File: src/rtl/snn_neuron_sequencer.sv
// Sequencer for one delay-augmented LIF neuron: byte-wise parameter shadow with
// safe-point commit, plus a timestep runner driving enable and delay_clk.
module snn_neuron_sequencer #(
    parameter int M     = 2,
    parameter int Nbits = 4
) (
    input  logic                 clk,
    input  logic                 reset,
    input  logic [7:0]           cfg_data,
    input  logic                 cfg_valid,
    output logic                 cfg_ready,
    input  logic                 start,
    input  logic [7:0]           num_steps,
    input  logic [3:0]           step_len,
    output logic [M*Nbits-1:0]   weights,
    output logic [Nbits-1:0]     threshold,
    output logic [Nbits-1:0]     decay,
    output logic [Nbits-1:0]     refractory_period,
    output logic [3*M-1:0]       delay_values,
    output logic [M-1:0]         delays,
    output logic                 enable,
    output logic                 delay_clk,
    output logic                 busy,
    output logic                 done,
    output logic                 cfg_pending
);

    // state | meaning
    // IDLE  | waiting for start; config commits as soon as the shadow fills
    // RUN   | neuron enabled, one delay_clk per timestep; commits only on delay_clk
    // DONE  | one-cycle done pulse, then back to IDLE

    localparam int CFG_BITS = M*Nbits + 3*Nbits + 3*M + M;
    localparam int NBYTES   = (CFG_BITS + 7) / 8;
    localparam int BCW      = (NBYTES > 1) ? $clog2(NBYTES) : 1;
    localparam int T_LSB    = M*Nbits;
    localparam int D_LSB    = T_LSB + Nbits;
    localparam int R_LSB    = D_LSB + Nbits;
    localparam int DV_LSB   = R_LSB + Nbits;
    localparam int DE_LSB   = DV_LSB + 3*M;

    typedef enum logic [1:0] {IDLE, RUN, DONE} state_t;

    state_t              state;
    logic [BCW-1:0]      byte_cnt;
    logic [CFG_BITS-1:0] shadow;
    logic [7:0]          num_steps_q;
    logic [3:0]          step_len_q;
    logic [3:0]          step_cnt;
    logic [7:0]          steps_done;

    logic [BCW+2:0]      byte_shift;
    logic [CFG_BITS-1:0] byte_bits;
    logic [CFG_BITS-1:0] byte_mask;

    // Bits of the last byte that land above CFG_BITS are shifted out and lost.
    assign byte_shift = {byte_cnt, 3'b000};
    assign byte_bits  = CFG_BITS'(cfg_data) << byte_shift;
    assign byte_mask  = CFG_BITS'(8'hFF) << byte_shift;

    always_ff @(posedge clk or posedge reset) begin
        if (reset) begin
            state             <= IDLE;
            byte_cnt          <= '0;
            shadow            <= '0;
            cfg_pending       <= 1'b0;
            cfg_ready         <= 1'b1;
            weights           <= '0;
            threshold         <= '0;
            decay             <= '0;
            refractory_period <= '0;
            delay_values      <= '0;
            delays            <= '0;
            enable            <= 1'b0;
            delay_clk         <= 1'b0;
            busy              <= 1'b0;
            done              <= 1'b0;
            num_steps_q       <= '0;
            step_len_q        <= '0;
            step_cnt          <= '0;
            steps_done        <= '0;
        end else begin
            if (cfg_valid && cfg_ready) begin
                shadow <= (shadow & ~byte_mask) | byte_bits;
                if (byte_cnt == BCW'(NBYTES - 1)) begin
                    byte_cnt    <= '0;
                    cfg_pending <= 1'b1;
                    cfg_ready   <= 1'b0;
                end else begin
                    byte_cnt <= byte_cnt + BCW'(1);
                end
            end

            // cfg_ready is low whenever cfg_pending is high, so no byte lands here.
            if (cfg_pending && (state != RUN || delay_clk)) begin
                weights           <= shadow[0 +: M*Nbits];
                threshold         <= shadow[T_LSB +: Nbits];
                decay             <= shadow[D_LSB +: Nbits];
                refractory_period <= shadow[R_LSB +: Nbits];
                delay_values      <= shadow[DV_LSB +: 3*M];
                delays            <= shadow[DE_LSB +: M];
                cfg_pending       <= 1'b0;
                cfg_ready         <= 1'b1;
            end

            case (state)
                IDLE: begin
                    if (start) begin
                        num_steps_q <= num_steps;
                        step_len_q  <= step_len;
                        step_cnt    <= '0;
                        steps_done  <= '0;
                        if (num_steps != 8'd0) begin
                            state     <= RUN;
                            enable    <= 1'b1;
                            busy      <= 1'b1;
                            delay_clk <= (step_len == 4'd0);
                        end else begin
                            state <= DONE;
                            done  <= 1'b1;
                        end
                    end
                end
                RUN: begin
                    if (delay_clk) begin
                        if (steps_done == num_steps_q - 8'd1) begin
                            state     <= DONE;
                            enable    <= 1'b0;
                            busy      <= 1'b0;
                            delay_clk <= 1'b0;
                            done      <= 1'b1;
                        end else begin
                            steps_done <= steps_done + 8'd1;
                            step_cnt   <= '0;
                            delay_clk  <= (step_len_q == 4'd0);
                        end
                    end else begin
                        step_cnt  <= step_cnt + 4'd1;
                        delay_clk <= (step_cnt + 4'd1 == step_len_q);
                    end
                end
                DONE: begin
                    done  <= 1'b0;
                    state <= IDLE;
                end
                default: state <= IDLE;
            endcase
        end
    end

endmodule

File: config.mk
export PLATFORM = sky130hd
export DESIGN_NAME = snn_neuron_sequencer
export DESIGN_NICKNAME = d
export VERILOG_FILES = /design/src/rtl/snn_neuron_sequencer.sv
export SDC_FILE = /design/constraint.sdc
export NUM_CORES = 1
export LEC_CHECK = 0
export BUFFER_PORTS_ARGS = -buffer_cell sky130_fd_sc_hd__buf_4
export CORE_MARGIN = 2
export CORE_UTILIZATION = 30
export DETAILED_ROUTE_END_ITERATION = 12
export HOLD_SLACK_MARGIN = 0.03
export PLACE_DENSITY = 0.57
export SLEW_MARGIN = 20
export SYNTH_ARGS = -nofsm -noshare
export SYNTH_HDL_FRONTEND = slang
export SYNTH_SLANG_ARGS = --single-unit
File: constraint.sdc
create_clock -name clk -period 8.1 [get_ports clk]
set_input_delay 1.62 -clock clk [delete_from_list [all_inputs] [get_ports clk]]
set_output_delay 1.62 -clock clk [all_outputs]
set_load 0.02 [all_outputs]
* Yosys cells after proc, flatten, opt, wreduce, memory -nomap -nowiden
Cells that the tools add are included.
Word-level totals: register bits 89, bits of input ports 24, logic and storage cells 94
Operators by class: add/sub/neg operators 4, eq/ne operators 13, shifts and indexed selects 2, multiplexer cells 35, bitwise gates (word level) 3, reduce and logical (&&, ||, !) cells 19
Operators with widths (count):
- $and A28 B28 Y28 | 1
- $not A28 Y28 | 1
- $or A28 B28 Y28 | 1
- $shl A8 B5 Y28 | 1
- $shl A8 B5 Y28 const A | 1
- $mux W8 | 3
- $mux W1 | 18
- $pmux W8 S2 | 1
- $mux W4 | 3
- $ne A2 B2 Y1 const B | 6
- $mux W2 | 5
- $reduce_and A5 Y1 | 2
- $reduce_and A3 Y1 | 3
- $add A8 B1 Y8 const B | 1
- $eq A8 B8 Y1 | 1
- $logic_not A4 Y1 | 2
- $pmux W4 S2 | 1
- $reduce_bool A8 Y1 | 1
- $sub A8 B1 Y8 const B | 1
- $reduce_bool A2 Y1 | 3
- $add A4 B1 Y4 const B | 1
- $eq A2 B2 Y1 const B | 2
- $eq A4 B4 Y1 | 1
- $pmux W1 S2 | 2
- other kinds (12) | 14

* Logic depth before layout (Yosys ltp)
Gate-level depths: netlist (run 1).
depth in word-level cells 5, depth in mapped cells 10, mapped depth without buffers 8

* Least setup slack after synthesis (run 1)
OpenSTA, ideal clock, no wires.
kind input to register, start point in num_steps[2], end point reg done, library setup time 0.079 ns, data arrival time 2.779 ns, required time 8.021 ns, setup slack 5.242 ns, stages 5, buffers on the path 0, cells stage by stage or4_1 nor2_1 a31oi_1 a21oi_1 mux2i_1
On the way: cells in the longest elaborated chain, start to end 3
RTL lines:
- from (decl) | RTL line 13 | input logic [7:0] num_steps,
- $reduce_bool A8 Y1 | RTL line 113 | if (num_steps != 8'd0) begin
- $ne A2 B2 Y1 (no line)
- $reduce_and A5 Y1 (no line)
- to (signal assigned) | RTL line 120 | done <= 1'b1;
- to (signal assigned) | RTL line 131 | done <= 1'b1;
- to (signal assigned) | RTL line 143 | done <= 1'b0;
- to (decl) | RTL line 24 | output logic done,
Every way passes these cells. A chain may end at the register's enable or synchronous reset.

* Worst setup path in the final report (run 1)
start point in start, end point reg step_cnt[2]
On the way: cells in the longest elaborated chain, start to end 2
RTL lines:
- from (decl) | RTL line 12 | input logic start,
- $ne A2 B2 Y1 (no line)
- $reduce_and A3 Y1 (no line)
- to (signal assigned) | RTL line 138 | step_cnt <= step_cnt + 4'd1;
- to (decl) | RTL line 49 | logic [3:0] step_cnt;
Every way passes these cells.

==> results.md, run 1 <==
- The flow ran to the end, and the final reports show no timing, DRC or antenna violations.
- The number of filler cells placed in the layout is between 1000 and 1500.
- When the netlist entered floorplanning its net count stood at 371.
- Across every metal layer, demand over resource in global routing totals 0.135.
- The actual slew at the worst max-slew pin is 1.08 ns.
- The worst path needs 2.91 ns of the cycle, external delays included.
- The number of flip-flops and latches in the synthesized netlist is between 80 and 90.
- The area of the die is 14600 sq um.
- Setup repair after global routing left no endpoint under its margin.
- Port buffering added 57 buffers.
- The library cells used most frequently in the layout, excluding fill and tap cells, are sky130_fd_sc_hd__dfrtp_1 (88), sky130_fd_sc_hd__buf_4 (58), sky130_fd_sc_hd__mux2_2 (40).
- STA classifies the critical path endpoint as a register.
- In this run the worst path has a maximum fanout of 15.
- The endpoint identified for the worst register-to-register timing path is delays[1].
- Once detail routing completed, the nets flagged for antenna violations numbered 0.
- The final-report setup violation count is 0.
- The tree is rooted in a sky130_fd_sc_hd__clkbuf_16.
- Relative to the synthesized area, the layout overhead comes to 22.0%.
- STA classifies the critical path startpoint as a primary input.
- The overall die height is 121 um.
- After legalization and detailed placement, the total HPWL measured 6.38 mm.
- The category of the critical setup timing path is primary input to register.
- In this run the static leakage power is 2.30 nW.
- The first-pass GRT wire length is 15.7 mm.
- Summing over every cut layer, the via total after detailed routing is 2912.
- The total of warnings raised by yosys is 0.
- The cell count of the worst reg-to-reg path is 6.
- The number of CTS-inserted buffers is 9.
- In the synthesized netlist the dominant register cell turns out to be sky130_fd_sc_hd__dfrtp_1.
- Summed over all layers, the routed wires come to 9.08 mm.
- The peak supply drop is 0.181 mV.
- The final standard cell count with taps included and fillers excluded is 575.
- The final count of hold timing violations was 0.
- The setup TNS is 0 ns.
- The starting utilization of the core area is 0.308.
- For this run, the top clock speed supported by timing is 344 MHz.
- The part of the total power dissipated in sequential elements is 0.406.
- The I/O pin count is 58.
- The via count of the first global-routing pass was 3046.
- The max-slew violation total from the final report is 0.
- The net switching power figure is 716 uW.
- Of the cells placed in the final design, the portion with a size suffix greater than 1 is 0.308.
- The initialized floorplan defines 42 standard-cell rows.
- Traced cell by cell, the critical path runs through buf_4, nand2_1, o21a_1, nor3_1, a21oi_1, o21ai_0, a41o_1.
- The TritonCTS sink count is between 80 and 90.
- The path class of the lowest-slack min-delay path is register to register.
- The share of the yosys chip area belonging to registers is 0.546.
- The internal power is 1.21 mW.
- For this block, the initial DRC count from the detailed router was 107.
- The max-capacitance violation count is 0.
- The number of enable flip-flop cells after synthesis is 0.
- Counting along the longest clock path gives a buffer depth of 2.
- Counting every instance in the synthesized netlist gives 337.
- The launching point of the worst reg2reg path is state[1].
- The initial antenna violation count is 0.
- The critical path's slowest cell is sky130_fd_sc_hd__nand2_1.
- The internal reg-to-reg setup slack is 5.43 ns.
- The H-tree was split into 3 levels.
- After clock tree synthesis, the setup repair step added 0 buffers.
- Between clock sinks in the finished design, the worst skew comes to 0.0111 ns.
- The proportion of total power due to net switching is 0.371.
- The number of cells on the worst hold path is 2.
- The number of nets at the end of the flow is around 430.
- The data arrival at the endpoint of the critical path is approximately 3.1 ns.
- The share of total power in combinational logic is 0.382.
- The count of antenna diodes in the layout is 0.
- After clock tree synthesis, the clock-pin slew on the worst setup and hold paths is 0.07 ns.
- The startpoint of the worst hold path is cfg_ready.
- The maximum number of pins on one net before global-route repair is 81.
- Of the total power, the clock network draws 0.212.
- The clock insertion delay at the later pin of the skew report is 0.34 ns.
- At the worst endpoint, the required time is ~8.3 ns.
- TritonCTS built the clock tree.
- At the end of the flow the core is filled with cells to 0.376.
- After synthesis, the mean cell area works out to roughly 12 sq um.
- The number of library cell types mapped by synthesis is 54.
- The total overflow reported by the global router is 0.
- In this design, the stage delay of the slowest critical-path cell is around 0.49 ns.
- For this run, design rule violations remaining after detail routing come to 0.
- The final weighted congestion in routability-driven placement is 0.752.
- The number of placed instances with taps included is 559.
- The share of synthesized registers carrying an async set or reset is 1.00.
- In the final routed layout, each cell accounts on average for 15.8 um.
- The destination of the worst hold path is cfg_ready.
- Post-CTS repair changed the size of 0 cells.
- The number of hold-repair buffers added at the cts stage is 0.
- The core region is 13200 sq um.
- The die is approximately 120 um wide.
- Of the available clock period, the critical path in the final layout requires 0.359.
- The power per standard cell area is 387 nW/um^2.
- The top cell family by delay on the critical path is compound AO/OA/AOI/OAI gates.
- After detailed routing, the number of vias per cell comes to 5.06.
- The area of the mapped netlist is 4080 sq um.
- The number of buffers and inverters on the critical path is 1.
- The worst slew margin relative to its limit is 0.273.
- The most frequent standard cell in the layout excluding fill and tap cells is sky130_fd_sc_hd__dfrtp_1.
- Before antenna repair, the detailed router went through 4 iterations.
-- through the flow --
stage	total power, mW	instance area [sq um]	setup slack, ns	hold slack (ns)
final	1.93	4980	5.19	0.474
after global routing	2.07	4980	5.07	0.492
after CTS	1.95	4980	5.19	0.477
after detailed placement	1.53	4680	4.84	0.465
after global placement	1.51	4680	4.90	0.461
after floorplan	1.29	4080	4.17	0.462
-- worst max-delay path by stage --
stage / startpoint / to / slack [ns] / cells after the start
after CTS: start / step_cnt[2] / 5.19 / 7
after global placement: start / step_cnt[2] / 4.90 / 7
final: start / step_cnt[2] / 5.19 / 7
after global routing: start / step_cnt[2] / 5.07 / 7
after floorplan: reset / busy / 4.17 / 1
after detailed placement: start / step_cnt[2] / 4.84 / 7
-- sequential cells by signal, indices dropped and copies added, names as in the netlist --
name and count:
delay_clk 1, steps_done 8, decay 4, step_cnt 4, delay_values 6, num_steps_q 8
step_len_q 4, delays 2, cfg_ready 1, state 2, byte_cnt 2, done 1
cfg_pending 1, busy 1, shadow 28, weights 8, threshold 4, refractory_period 4
-- logic make-up after synthesis --
logic type | count (synthesis) | share of synthesized area
flip-flops | 89 | 0.546
AO/OA/AOI/OAI | 79 | 0.148
AND/OR/NAND/NOR | 78 | 0.101
multiplexers | 44 | 0.120
buffers and inverters | 24 | 0.0267
XOR/XNOR | 13 | 0.0279
adder cells (fa/ha/maj) | 10 | 0.0307
-- layer usage --
metal / up-vias / GRT usage / part of all wire
met3: 7 / 0.0358 / 0.044
met5: - / 0 / 0
li1: 1358 / - / -
met2: 73 / 0.226 / 0.50
met1: 1474 / 0.173 / 0.45
met4: 0 / 0.0356 / 0.0088
-- worst min-delay path, cell delays in order (launching register included) --
cell and delay, ns:
sky130_fd_sc_hd__dfstp_2 0.38, sky130_fd_sc_hd__nand2_1 0.05, sky130_fd_sc_hd__nand2_1 0.04
-- power by group through the flow --
stage	Combinational, mW	Clock [mW]	Sequential, mW
global route	0.812	0.442	0.815
detailed placement	0.743	0	0.788
floorplan	0.457	0	0.830
CTS	0.746	0.424	0.784
global placement	0.724	0	0.788
finish	0.736	0.409	0.783
-- synth_stat cells (3+ instances only) --
cell / number / area (sq um)
sky130_fd_sc_hd__nor2_1: 12 / 45.0
sky130_fd_sc_hd__or4_1: 3 / 22.5
sky130_fd_sc_hd__nor3_1: 8 / 40.0
sky130_fd_sc_hd__nand2_1: 20 / 75.1
sky130_fd_sc_hd__dfrtp_1: 88 / 2200
sky130_fd_sc_hd__mux2_2: 40 / 450
sky130_fd_sc_hd__xnor2_1: 6 / 52.6
sky130_fd_sc_hd__a31oi_1: 4 / 25.0
sky130_fd_sc_hd__a22o_1: 29 / 254
sky130_fd_sc_hd__clkbuf_1: 8 / 30.0
sky130_fd_sc_hd__buf_4: 3 / 22.5
sky130_fd_sc_hd__nand2b_1: 4 / 25.0
sky130_fd_sc_hd__ha_1: 10 / 125
sky130_fd_sc_hd__o21ai_0: 14 / 70.1
sky130_fd_sc_hd__xor2_1: 7 / 61.3
sky130_fd_sc_hd__a21oi_1: 10 / 50.1
sky130_fd_sc_hd__o211ai_1: 4 / 30.0
sky130_fd_sc_hd__inv_1: 11 / 41.3
sky130_fd_sc_hd__or3_1: 4 / 25.0
sky130_fd_sc_hd__nand3_1: 10 / 50.1
sky130_fd_sc_hd__mux2i_1: 4 / 40.0
-- cell type report --
type,count,area (sq um),area share
repair buffers,59,447,0.0897
inverters,11,42.5,0.00854
well taps,176,220,0.0442
multi-input cells,224,1740,0.350
flip-flops and latches,89,2230,0.447
clock inverters,7,72.6,0.0146
clock buffers,9,225,0.0452
Note: power is estimated with default switching activity, not from simulation.
==> run 2, diff against run 1 <==
--- a/config.mk
+++ b/config.mk
@@ -5,6 +5,7 @@
 export SDC_FILE = /design/constraint.sdc
 export NUM_CORES = 1
 export LEC_CHECK = 0
+export ABC_AREA = 1
 export BUFFER_PORTS_ARGS = -buffer_cell sky130_fd_sc_hd__buf_4
 export CORE_MARGIN = 2
 export CORE_UTILIZATION = 30
==> constraint.sdc (replaced) <==
create_clock -name clk -period 3.1 [get_ports clk]
set_input_delay 0.62 -clock clk [delete_from_list [all_inputs] [get_ports clk]]
set_output_delay 0.62 -clock clk [all_outputs]
set_load 0.02 [all_outputs]
==> results.md, run 2 <==
- The flow ran to the end, and the final reports show no timing, DRC or antenna violations.
- In the global route stage, overall resource usage came out at 0.143.
- The register with the most flip-flops in the layout has 28 of them.
- The synthesized-area fraction occupied by ao, oa, aoi and oai cells is 0.105.
- The floorplan step set the die height to 123 um.
- The root buffer cell is sky130_fd_sc_hd__clkbuf_16.
- The pre-antenna-repair detailed-routing pass consisted of 5 iterations.
- On the final layout, the worst hold slack is about 0.35 ns.
- The average instance area after synthesis is between 8 and 9 sq um.
- Clock-pin slew was measured on the worst setup and hold paths at roughly 0.06 ns.
- The worst clock skew on the final layout is approximately 0.0097 ns.
- Timing would allow up to approximately 440 MHz.
- After layout, the minimum clock period comes to 2.25 ns.
- The die covers approximately 15000 sq um.
- The via-per-instance ratio is 4.64.
- Leaving out fill and tap cells, the most frequent cells in the layout are sky130_fd_sc_hd__nand2_1 (140), sky130_fd_sc_hd__dfrtp_1 (88), sky130_fd_sc_hd__inv_1 (84).
- Of the available clock period, the critical path in the final layout requires 0.726.
- Clock latency on the worst-skew pair, taken at its later pin, is 0.34 ns.
- In the routed design, unresolved DRC markers number 0.
- The initial antenna violation count is 0.
- The power per standard cell area is around 1100 nW/um^2.
- For the pin with the worst max-slew slack, the measured transition is approximately 0.67 ns.
- Buffers placed on the I/O ports in this run total 57.
- The worst setup path is of the register to register kind.
- sky130_fd_sc_hd__dfrtp_1 takes more of the synthesized area than any other cell.
- Counting every sink on the clock net gives 89.
- At the end of routability-driven placement, the weighted congestion stood at 0.847.
- Setup violations remaining at the end of the flow were counted as 0.
- The starting utilization of the core area is 0.305.
- Entering global routing, the biggest net connects 59 pins.
- Of the total synthesized cell area, the portion taken by AND, OR, NAND and NOR gates is 0.221.
- The worst hold path belongs to the class primary input to asynchronous set/reset pin.
- In the post-route analysis, the smallest setup slack over all paths is 0.851 ns.
- The worst pin sits at a relative slew slack of 0.552.
- Yosys mapped a number of flops with a built-in enable equal to 0.
- The total length of routed wires is approximately 9.8 mm.
- Yosys instantiated no cell more often than sky130_fd_sc_hd__nand2_1.
- The number of library cell types mapped by synthesis is 28.
- The share of layout cells above drive strength 1 is 0.144.
- Leaving out fill and tap cells, the most frequent cell in the layout is sky130_fd_sc_hd__nand2_1.
- The deepest level of the CTS H-tree is 3.
- After synthesis the netlist holds a flip-flop and latch count of 89.
- The total overflow left after global routing is 0.
- By area the synthesized netlist is led by sky130_fd_sc_hd__dfrtp_1 (52%), sky130_fd_sc_hd__nand2_1 (12%), sky130_fd_sc_hd__inv_1 (7.6%).
- The worst-case setup slack after placement is between 0.8 and 0.9 ns.
- Once layout is complete, the cells apart from fillers number 756.
- The via count of the first global-routing pass was 3573.
- The buffer levels on the longest clock path is 2.
- STA classifies the critical path startpoint as a register.
- IR analysis of the VDD net gives a maximum drop of 0.542 mV.
- Of the total synthesized cell area, the portion taken by XOR and XNOR cells is 0.0208.
- The count of nets left with antenna violations once routing finished came out at 0.
- The area of the mapped netlist is around 4200 sq um.
- The first global-routing pass estimated 16.9 mm of wire.
- The total of warnings raised by yosys is 0.
- The count of antenna diodes in the layout is 0.
- More flip-flops sit in one register than any other, and that register is shadow.
- For the worst setup path, the data required time is 3.32 ns.
- Of the synthesized area, sequential elements account for 0.529.
- Max-cap violations in this run came to 0.
- The final count of hold timing violations is 0.
- Once the clock tree was built, the resizer swapped 0 gates to a different size.
- The peak fanout along the critical path is 24.
- The most used flip-flop cell after synthesis is sky130_fd_sc_hd__dfrtp_1.
- Detailed routing inserted a total of 3506 vias.
- The data arrival at the endpoint of the critical path is 2.47 ns.
- The commonest cells after synthesis are sky130_fd_sc_hd__nand2_1 (140), sky130_fd_sc_hd__dfrtp_1 (88), sky130_fd_sc_hd__inv_1 (85), sky130_fd_sc_hd__o21ai_0 (53), sky130_fd_sc_hd__nor2_1 (35).
- The max-slew violation total from the final report is 0.
- The number of placed instances with taps included is 740.
- Summed over all nets, the half-perimeter wirelength after detailed placement is around 7 mm.
- After synthesis, the share of flip-flops with an asynchronous set or reset is 1.00.
- The final total power is 5.39 mW.
- The post-route standard cell area excluding fillers is 5130 sq um.
- The area growth from synthesis to final layout is 21.7%.
- The post-synth net total is 550.
- The DRC violation total after the first TritonRoute iteration is 219.
- After synthesis, the share of cell area in mux cells is 0.00267.
- Measured along the x axis, the die boundary spans ~120 um.
- In this run, post-CTS hold repair placed 0 buffers.
- The setup TNS is 0 ns.
- TritonCTS built the clock tree.
- Of the total synthesized cell area, the portion taken by full adders, half adders and majority gates is 0.0297.
- The net count of the finished layout is 605.
- The share of synthesized area in the top cell type comes to 0.522.
- Buffers inserted during clock tree synthesis total 9.
- By area, the combinational part of the netlist is dominated by simple AND/OR/NAND/NOR gates.
- Setup repair after global routing left no endpoint under its margin.
- The number of standard cells after synthesis is 516.
- After detailed routing, the average wire length per cell comes to 13.0 um.
- The reported leakage power is 2.61 nW.
- STA classifies the critical path endpoint as a register.
- The placed cell area is 4830 sq um.
- The I/O pin count is a little under 60.
- The core region is 13800 sq um.
- The core occupancy in the finished layout is 0.371.
- The layout has roughly 1400 filler cells.
- In this run the core area contains 43 standard-cell rows.
- In this run the post-CTS setup repair buffer count came out at 0.
-- run 2: changes by cell type after synthesis, sizes merged, moves of 5 or more --
cell,previous run,this run
o22ai,1,24
nand3,10,29
nor2,12,37
o21ai,14,54
mux2,40,1
nand2,20,142
a22o,29,0
inv,11,85
a21oi,10,3
nand4,2,7
-- run 2: logic make-up (layout without fill, tap and decap cells) --
group | Yosys count | after routing
AO/OA/AOI/OAI | 82 | 82
XOR/XNOR | 10 | 10
adder cells (fa/ha/maj) | 10 | 10
flip-flops | 89 | 89
AND/OR/NAND/NOR | 224 | 224
buffers and inverters | 100 | 160
multiplexers | 1 | 1
-- run 2: layer usage --
| metal | wire length (um) | up-vias | GRT usage | share of wire |
|---|---|---|---|---|
| met1 | 4340 | 1658 | 0.177 | 0.44 |
| met2 | 4830 | 86 | 0.242 | 0.49 |
| met5 | 0 | - | 0 | 0 |
| li1 | - | 1746 | - | - |
| met4 | 215 | 0 | 0.0546 | 0.022 |
| met3 | 419 | 16 | 0.0321 | 0.043 |
-- run 2: area by class of cell --
cell class | instances | area (sq um) | area share
inverter | 85 | 320 | 0.0624
sequential | 89 | 2230 | 0.434
multi-input combinational | 327 | 1600 | 0.311
clock inverter | 5 | 62.6 | 0.0122
timing repair buffer | 59 | 455 | 0.0888
tap | 180 | 225 | 0.0439
clock buffer | 11 | 243 | 0.0473
-- run 2: power by group --
| part | switching, mW | internal, mW |
|---|---|---|
| logic | 1.47 | 0.843 |
| clock network | 0.452 | 0.654 |
| registers | 0.310 | 1.67 |
-- run 2: path summary, 6_finish.rpt --
path                       depth (start not counted)  slack [ns]      from         end
min in group clk                                   2        0.48      done        done
hold / removal                                     2        0.35     reset  weights[4]
setup / recovery                                   9        0.85  state[0]   delay_clk
hold reg to reg                                    2        0.48      done        done
setup reg to reg                                   9        0.85  state[0]   delay_clk
max in group asynchronous                          3        2.04     reset    state[1]
-- run 2: critical path, stage by stage (launching register included) --
cell	delay [ns]
sky130_fd_sc_hd__dfrtp_1	0.39
sky130_fd_sc_hd__inv_1	0.10
sky130_fd_sc_hd__ha_1	0.25
sky130_fd_sc_hd__nand2_1	0.43
sky130_fd_sc_hd__o21ai_1	0.42
sky130_fd_sc_hd__inv_1	0.07
sky130_fd_sc_hd__nor2_1	0.20
sky130_fd_sc_hd__o31ai_1	0.10
sky130_fd_sc_hd__nor2_1	0.11
sky130_fd_sc_hd__a21oi_1	0.07
==> run 3, diff against run 2 <==
--- a/config.mk
+++ b/config.mk
@@ -11,7 +11,7 @@
 export CORE_UTILIZATION = 30
 export DETAILED_ROUTE_END_ITERATION = 12
 export HOLD_SLACK_MARGIN = 0.03
-export PLACE_DENSITY = 0.57
+export PLACE_DENSITY = 0.59
 export SLEW_MARGIN = 20
 export SYNTH_ARGS = -nofsm -noshare
 export SYNTH_HDL_FRONTEND = slang
==> constraint.sdc (replaced) <==
create_clock -name clk -period 1.8 [get_ports clk]
set_input_delay 0.36 -clock clk [delete_from_list [all_inputs] [get_ports clk]]
set_output_delay 0.36 -clock clk [all_outputs]
set_load 0.02 [all_outputs]
==> results.md, run 3 (synthesis results as in run 2) <==
- The number of filler cells placed in the layout is 1400.
- The count of antenna diodes in the layout is 0.
- With fillers left out, the area of the finished cells amounts to 5360 sq um.
- Input and output buffers added on the ports amount to 57.
- The final layout contains routed wiring with a total length of 10.3 mm.
- Timing analysis after detailed placement gives a worst setup slack of -0.0266 ns.
- For met3 alone, demand over resource in global routing was 0.0423.
- The area inside the core boundary is 13800 sq um.
- In the layout the commonest cells are sky130_fd_sc_hd__nand2_1 (130), sky130_fd_sc_hd__dfrtp_1 (88), sky130_fd_sc_hd__inv_1 (79).
- For this run, the slowest stage of the critical path takes 0.39 ns.
- Max-cap violations in this run came to 0.
- In the post-route analysis, the smallest setup slack over all paths is 0.0576 ns.
- The worst slew margin relative to its limit is 0.648.
- Dividing the detail-routed wire length by the instance count gives 13.4 um.
- The area growth from synthesis to final layout is 27.1%.
- The overall die height is ~120 um.
- Derived from the worst setup path, the maximum achievable clock frequency is 574 MHz.
- The peak supply drop is 0.751 mV.
- The analysis attributes to cell leakage a power of around 2.7 nW.
- Setup repair after global routing could not meet its margin everywhere.
- The power per standard cell area is 1830 nW/um^2.
- The flip-flop count of the largest register, all copies and words added is 28.
- The critical path launch point type is a register.
- The clock period minus worst slack is between 1.5 and 2 ns.
- Clock skew on the completed layout was measured at 0.00702 ns.
- In the global route stage, met2 resource usage came out at 0.257.
- The slowest stage of the critical path is the sky130_fd_sc_hd__dfrtp_1 cell.
- The register with the most flip-flops is shadow.
- The setup path with the least slack is of type register to register.
- The area of the die is 15000 sq um.
- During I/O placement, the number of pins put on the boundary was 58.
- Before antenna repair, the detailed router went through 4 iterations.
- The detailed-route via count is ~3600.
- Of the available clock period, the critical path in the final layout requires 0.968.
- The clock insertion delay at the later pin of the skew report is 0.35 ns.
- Once detail routing completed, the nets flagged for antenna violations numbered 0.
- The via count of the first global-routing pass was 3623.
- The data required time of the critical path is around 2.1 ns.
- Clock tree synthesis inserted a total of 9 buffers.
- The initial antenna violation count is 0.
- For met1 alone, demand over resource in global routing was 0.180.
- Across every metal layer, demand over resource in global routing totals 0.149.
- The max-slew violation total from the final report is 0.
- The number of hold-repair buffers added at the cts stage is 0.
- The clock edge transition at the registers on the reported setup and hold paths is 0.07 ns.
- The remaining routing DRC violations is 0.
- In the final design database the tool counted 621 nets.
- The signal on the critical path passes through inv_2, ha_4, buf_4, nand3_1, nand2_2, nand2_1, nand2_1, nand2_1, nor2_2, nand3_2, nand2_4, buf_12, nand2_1, o21ai_1.
- In this run the clock root is driven by a sky130_fd_sc_hd__clkbuf_16.
- TritonCTS built the clock tree.
- STA puts the critical path data arrival time at 2.02 ns.
- Counting along the longest clock path gives a buffer depth of 2.
- The final weighted congestion in routability-driven placement is 0.866.
- The HPWL after detailed placement is 7.53 mm.
- Using the TritonRoute via totals, the vias-per-cell ratio works out to around 4.6.
- The clock net in this run drives a total of 89 sinks.
- The actual slew at the worst max-slew pin is 0.525 ns.
- The peak fanout along the critical path is 9.
- The die is 123 um wide.
- The clock tree synthesis step divided the H-tree into 3 levels.
- Leaving out fill and tap cells, the most frequent cell in the layout is sky130_fd_sc_hd__nand2_1.
- The first-pass GRT wire length is 17.4 mm.
- The placed cell area is 4960 sq um.
- The final hold slack is 0.142 ns.
- The maximum number of pins on one net before global-route repair is 90.
- Setup violations remaining at the end of the flow were counted as 0.
- The tightest min-delay check is of the primary input to asynchronous set/reset pin type.
- For this block, the initial DRC count from the detailed router was about 170.
- The area of the multi-input gates is 1690 sq um.
- The number of rows in the core area is 43.
- The starting utilization of the core area is 0.305.
- The final count of hold timing violations was 0.
- The design draws 9.83 mW.
- In the final layout, the share of cells above drive strength 1 is 0.213.
- The area occupied by registers is 2230 sq um.
- The flow ran to the end, and the final reports show no timing, DRC or antenna violations.
- In this run the most used layer during global routing was met2.
- After global routing the overflow that remains totals 0.
- The category of the worst setup path capture point is a register.
- In this design, the critical path's most frequently occurring cell is sky130_fd_sc_hd__nand2_1.
## run 3: worst paths after layout
check                          startpoint               to  slack, ns  depth (start not counted)
setup reg to reg           num_steps_q[0]    steps_done[1]       0.06                         14
min in group clk              cfg_data[4]       shadow[12]       0.26                          3
max in group asynchronous           reset  delay_values[2]       1.28                          3
hold reg to reg                      done             done       0.47                          2
setup / recovery           num_steps_q[0]    steps_done[1]       0.06                         14
hold / removal                      reset   num_steps_q[5]       0.14                          3
## run 3: repair_timing
item / 4_1_cts / 5_1_grt
gates resized for setup: 5 / 28
pin swaps: 3 / 13
setup endpoints to repair: 9 / 17
setup buffers: 1 / 1
## run 3: stage by stage
step                setup TNS, ns  instances  utilization
finish                          0        772        0.388
global route                -1.11        772        0.388
CTS                             0        771        0.381
detailed placement        -0.0457        754        0.359
global placement                0        754        0.359
floorplan                       0        516            -
## run 3: critical path: cells and delay by family, from the launching register on
kind,cells,cell delay [ns]
AOI/OAI and AO/OA,1,0.07
adders and majority gates,1,0.15
buffers and inverters,3,0.31
DFF,1,0.39
and+or+nand+nor,9,0.73
## run 3: where the power goes
part,switching [mW],leakage [nW],internal [mW]
clock,0.823,0.137,0.990
sequential,0.538,1.12,2.87
combinational,2.78,1.44,1.83
total,4.14,2.69,5.69
## run 3: layout make-up
class                           instances  share of cell area
Inverter                               85              0.0602
Clock inverter                          6             0.00911
Tap cell                              180              0.0420
Multi-Input combinational cell        327               0.316
Sequential cell                        89               0.416
Timing Repair Buffer                   75               0.112
Clock buffer                           10              0.0446
## run 3: metal layers
layer  vias up  part of all wire
met5         -                 0
met4         0             0.016
met3        11             0.045
met2        79              0.50
met1      1701              0.44
li1       1775                 -
